[src/rtl/vector_mem_responder.sv]
// Memory-side responder: services one line request at a time as LANES sequential
// 32-bit beats on a narrow backing-memory port, assembling read lines.
module vector_mem_responder #(
   parameter int ADDR_W  = 14,
   parameter int LANES   = 8,
   parameter int MEM_LAT = 1
) (
   input  logic                  clk,
   input  logic                  reset,
   input  logic                  rden_RAM,
   input  logic                  wren_RAM,
   input  logic [ADDR_W-1:0]     address_RAM,
   input  logic [4*LANES-1:0]    byteena_RAM,
   input  logic [32*LANES-1:0]   writeData_RAM,
   output logic [32*LANES-1:0]   readData_RAM,
   output logic                  readvalid,
   output logic                  waitrequest,
   output logic [ADDR_W+2:0]     mem_addr,
   output logic                  mem_rd,
   output logic                  mem_wr,
   output logic [3:0]            mem_byteena,
   output logic [31:0]           mem_wdata,
   input  logic [31:0]           mem_rdata
);

   localparam int IDX_W = 3;
   localparam logic [IDX_W-1:0] LAST_BEAT = IDX_W'(LANES - 1);
   localparam logic [IDX_W:0]   LAST_CAP  = (IDX_W + 1)'(LANES - 1);

   typedef enum logic [1:0] {IDLE, WR, RD, RDRAIN} state_t;

   state_t              state;
   logic [IDX_W-1:0]    beat;
   logic [IDX_W:0]      capCnt;
   logic [ADDR_W-1:0]   reqAddr;
   logic [4*LANES-1:0]  reqBe;
   logic [32*LANES-1:0] reqData;
   logic [32*LANES-1:0] lineBuf;
   logic [32*LANES-1:0] lineNext;
   logic                tagVld_p [MEM_LAT];
   logic [IDX_W-1:0]    tagIdx_p [MEM_LAT];
   logic                accept;
   logic                capture;
   logic                lastCap;
   logic [3:0]          beatBe;
   logic [31:0]         beatData;

   assign accept      = (state == IDLE) && (rden_RAM || wren_RAM);
   assign capture     = tagVld_p[MEM_LAT-1];
   assign lastCap     = capture && (capCnt == LAST_CAP);
   assign waitrequest = (state != IDLE);

   always_comb begin
      beatBe   = reqBe[{beat, 2'b00} +: 4];
      beatData = reqData[{beat, 5'b00000} +: 32];
      lineNext = lineBuf;
      lineNext[{tagIdx_p[MEM_LAT-1], 5'b00000} +: 32] = mem_rdata;
   end

   // Beat port is a pure decode of registered state, so reset forces it to zero at once
   always_comb begin
      mem_rd      = 1'b0;
      mem_wr      = 1'b0;
      mem_addr    = '0;
      mem_byteena = '0;
      mem_wdata   = '0;
      case (state)
         WR: begin
            mem_wr      = |beatBe;
            mem_addr    = {reqAddr, beat};
            mem_byteena = beatBe;
            mem_wdata   = beatData;
         end
         RD: begin
            mem_rd   = 1'b1;
            mem_addr = {reqAddr, beat};
         end
         default: ;
      endcase
   end

   always_ff @(posedge clk) begin
      if (accept) begin
         reqAddr <= address_RAM;
         reqBe   <= byteena_RAM;
         reqData <= writeData_RAM;
      end
   end

   // Tag pipe: each issued read beat emerges MEM_LAT cycles later with its lane index
   always_ff @(posedge clk or negedge reset) begin
      if (!reset) begin
         for (int i = 0; i < MEM_LAT; i++) tagVld_p[i] <= 1'b0;
      end else begin
         tagVld_p[0] <= (state == RD);
         for (int i = 1; i < MEM_LAT; i++) tagVld_p[i] <= tagVld_p[i-1];
      end
   end

   always_ff @(posedge clk) begin
      tagIdx_p[0] <= beat;
      for (int i = 1; i < MEM_LAT; i++) tagIdx_p[i] <= tagIdx_p[i-1];
   end

   always_ff @(posedge clk) begin
      if (capture) lineBuf <= lineNext;
   end

   always_ff @(posedge clk or negedge reset) begin
      if (!reset) begin
         state        <= IDLE;
         beat         <= '0;
         capCnt       <= '0;
         readvalid    <= 1'b0;
         readData_RAM <= '0;
      end else begin
         readvalid <= 1'b0;
         if (capture) capCnt <= lastCap ? '0 : capCnt + 1'b1;
         case (state)
            IDLE: begin
               beat <= '0;
               if (wren_RAM)      state <= WR;
               else if (rden_RAM) state <= RD;
            end
            WR: begin
               if (beat == LAST_BEAT) begin
                  state <= IDLE;
                  beat  <= '0;
               end else begin
                  beat <= beat + 1'b1;
               end
            end
            RD: begin
               if (beat == LAST_BEAT) begin
                  state <= RDRAIN;
                  beat  <= '0;
               end else begin
                  beat <= beat + 1'b1;
               end
            end
            RDRAIN: begin
               // The final lane is merged straight into the output on its capture edge
               if (lastCap) begin
                  state        <= IDLE;
                  readvalid    <= 1'b1;
                  readData_RAM <= lineNext;
               end
            end
            default: state <= IDLE;
         endcase
      end
   end

endmodule

[config.mk]
export PLATFORM = sky130hd
export DESIGN_NAME = vector_mem_responder
export DESIGN_NICKNAME = d
export VERILOG_FILES = /design/src/rtl/vector_mem_responder.sv
export SDC_FILE = /design/constraint.sdc
export NUM_CORES = 1
export LEC_CHECK = 0
export CORE_ASPECT_RATIO = 1.1
export CORE_MARGIN = 8
export CORE_UTILIZATION = 45
export CTS_BUF_LIST = sky130_fd_sc_hd__clkbuf_4
export CTS_CLUSTER_SIZE = 28
export DETAILED_ROUTE_END_ITERATION = 7
export HOLD_SLACK_MARGIN = 0.06
export PLACE_DENSITY_LB_ADDON = 0.25
export SYNTH_ARGS = -nofsm -noshare
export SYNTH_HDL_FRONTEND = slang
export SYNTH_SLANG_ARGS = --single-unit
[constraint.sdc]
create_clock -name clk -period 14.3 [get_ports clk]
set_input_delay 1.43 -clock clk [delete_from_list [all_inputs] [get_ports clk]]
set_output_delay 1.43 -clock clk [all_outputs]
set_load 0.005 [all_outputs]
==> impl_metrics.yaml <==
placement:
  dp_hpwl_um: 74600
  gp_congestion: 0.889
  dp_slack_ps: 9480
  port-buffer-count: 650
finish:
  regArea_um2: 23500
  nFillCells: 5738
  area_delta_synth_final_pct: 30.3
  multi_input_area_um2: 9290
  nNetsFinal: 3352
  drive_above_1_share_pct: 20.2
synth:
  ys.warnings.count: 0
  synth_ff_type: "edfxtp_1"
  syn_area_um2: 33600
  yosys.area.top_type_share_pct: 49.9
  synthCells: 2318
  yosys-top-cells-area: "edfxtp_1 (50%), dfrtp_1 (20%), mux4_2 (4.8%), mux2_2 (4.6%), a31oi_1 (3.4%)"
  async_reset_ff_share_pct: 32.2
  synth_edf_count: 558
  yosysSeqAreaShare_pct: 70.0
  ys_types: 45
  synth-seq-cells: 828
  synth.top_cells.by_count: "edfxtp_1 (558), dfrtp_1 (267), nand2_1 (241)"
  yosysTopAreaCell: "edfxtp_1"
  synth.avg_cell_area_um2: 14.5
  syn_nets: 2667
  synth.most_common_cell: "edfxtp_1"
clocking:
  cts_tree: "built"
  cts.sinks: 828
  cts.clk_slew.worst_paths_ps: 70
  htreeDepth: 4
  ctsHoldBuffers: 0
  cts_resized: 0
  cts_buffers: 202
  cts_buffer_depth: 3
  postCtsSetupBuffers: 0
  root_buffer: "clkbuf_4"
  clk_latency_ps: 1060
sta:
  setup_viol_count_final: 0
  fmax_mhz: 176
  hold_viol_final: 0
  hold_ws_ps: 374
  layout_setup_ws_ps: 8600
  setup_tns_ps: 0
  slew_headroom_pct: 14.3
  drv_slew: 0
  min_period_ps: 5700
  skew_ps: 90.7
  min_period_over_period_pct: 39.8
  rsz0062_at_grt: "no"
  tightest_slew_ps: 1280
critical_path:
  worstPathRequired_ps: 12870
  startpoint: "beat[0]"
  crit_arrival_ps: 4270
  cp-start-kind: "register"
  r2r_cells: 8
  critical_path.endpoint_type: "primary output"
  crit_type: "register to primary output"
  r2r-start: "tagIdx_p[0][0]"
  cp_max_fo: 42
grt:
  grt_pass1_wl_um: 164000
  grt.busiest_layer: "met2"
  grt_pass1_vias: 25351
  grt_use_met2_pct: 42.0
  gr-total-overflow: 0
  use_met3_pct: 9.02
  grt_max_degree: 198
  grt_use_met1_pct: 30.9
  antenna_found_initial: 15
  grtUsageTotal_pct: 26.1
pwr:
  total_power_mw: 8.78
  power_density_nw_per_um2: 201
  irDropWorstVdd_mv: 0.153
  p_leak_nw: 15.9
die:
  rows: 105
  die_w_um: 276
  initial_utilization_pct: 45.2
  fp.dieH_um: 302
  core_area_um2: 74200
  ios: 651
  die_area_um2: 83600
min_path:
  worst_hold_path_type: "input pin to asynchronous set/reset pin"
drt:
  drt_first_iter_violations: 2649
  vias_per_cell: 5.87
  post_drt_wl_per_cell_um: 26.9
  drtPass1Iterations: 6
  wl_um: 112000
  ant_nets: 0
  vias: 24376
  drcViolationCount: 0
outcome:
  status: "completed"
flow_run:
  drv_cap: 0
-- cell type report --
| class | instances | share of cell area, % |
|---|---|---|
| clock inverter | 49 | 0.858 |
| sequential | 828 | 53.8 |
| tap | 963 | 2.75 |
| inverter | 10 | 0.0858 |
| multi-input combinational | 1276 | 21.2 |
| antenna | 11 | 0.0629 |
| timing repair buffer | 685 | 15.5 |
| clock buffer | 332 | 5.70 |
-- cells by family after synthesis --
group,after synthesis,synth area share [%]
muxes,263,11.3
xor gates and xnor gates,1,0.0261
AOI/OAI and AO/OA,498,8.64
DFF,828,70.0
and+or+nand+nor,503,7.02
adders and majority gates,11,0.410
buffers and inverters,214,2.59
-- final timing paths --
| path | end | slack (ps) |
|---|---|---|
| setup reg to reg | readData_RAM[182] | 10240 |
| hold reg to reg | tagIdx_p[0][2] | 380 |
| setup / recovery | mem_wdata[9] | 8600 |
| hold / removal | readData_RAM[152] | 370 |
| min in group clk | tagIdx_p[0][2] | 380 |
| max in group asynchronous | readData_RAM[74] | 11720 |
-- where the power goes --
part | switching (mW) | total (mW) | internal, mW
logic | 1.62 | 2.79 | 1.17
clock network | 0.953 | 2.11 | 1.16
registers | 0.356 | 3.88 | 3.52
total | 2.93 | 8.78 | 5.85
-- metal layers --
metal | routed length [µm] | vias to the layer above
li1 | - | 10467
met1 | 40700 | 12134
met2 | 53600 | 1511
met3 | 11600 | 258
met4 | 5590 | 6
met5 | 44 | -
-- flip-flops by register name (all words and copies together) (netlist names) --
register and flops:
tagIdx_p 3, reqData 256, reqBe 32, beat 3, lineBuf 256, readData_RAM 256
state 2, capture 1, readvalid 1, reqAddr 14, capCnt 4
-- critical path: stages (launching register included) --
cell and delay [ps]:
dfrtp_4 870, buf_4 800, mux4_2 590, mux2i_1 290, nor2_1 110, clkdlybuf4s50_1 510
-- layout by cell type (no fill, tap or decap), types with 3 or more instances in the layout --
| master | Yosys | final |
|---|---|---|
| clkdlybuf4s50_1 | 0 | 649 |
| edfxtp_1 | 558 | 558 |
| clkbuf_4 | 0 | 332 |
| dfrtp_1 | 267 | 263 |
| nand2_1 | 241 | 241 |
| a21oi_1 | 180 | 180 |
| a31oi_1 | 180 | 180 |
| mux2_2 | 136 | 136 |
| nand3_1 | 104 | 104 |
| nand4_1 | 78 | 78 |
| mux4_2 | 72 | 72 |
| o21ai_0 | 69 | 69 |
| o31ai_1 | 64 | 64 |
| nor2_1 | 42 | 39 |
| mux2i_1 | 36 | 36 |
| buf_4 | 1 | 33 |
| clkinv_1 | 0 | 30 |
| and2_1 | 18 | 17 |
| mux2_4 | 16 | 16 |
| diode_2 | 0 | 11 |
| ha_1 | 11 | 9 |
| inv_1 | 8 | 8 |
| bufinv_16 | 0 | 6 |
| inv_2 | 2 | 5 |
| clkinv_2 | 0 | 4 |
| mux2_1 | 3 | 3 |
| dfrtp_4 | 0 | 3 |
| inv_6 | 0 | 3 |
-- stage by stage --
stage	cell area, µm²	utilization, %	std cells
2_1_floorplan	33600	-	2318
3_3_place_gp	40800	55.0	3762
3_5_place_dp	40800	55.0	3762
4_1_cts	43700	58.9	4143
5_1_grt	43700	58.9	4153
6_report	43700	58.9	4154
(Power assumes the default switching activity.)
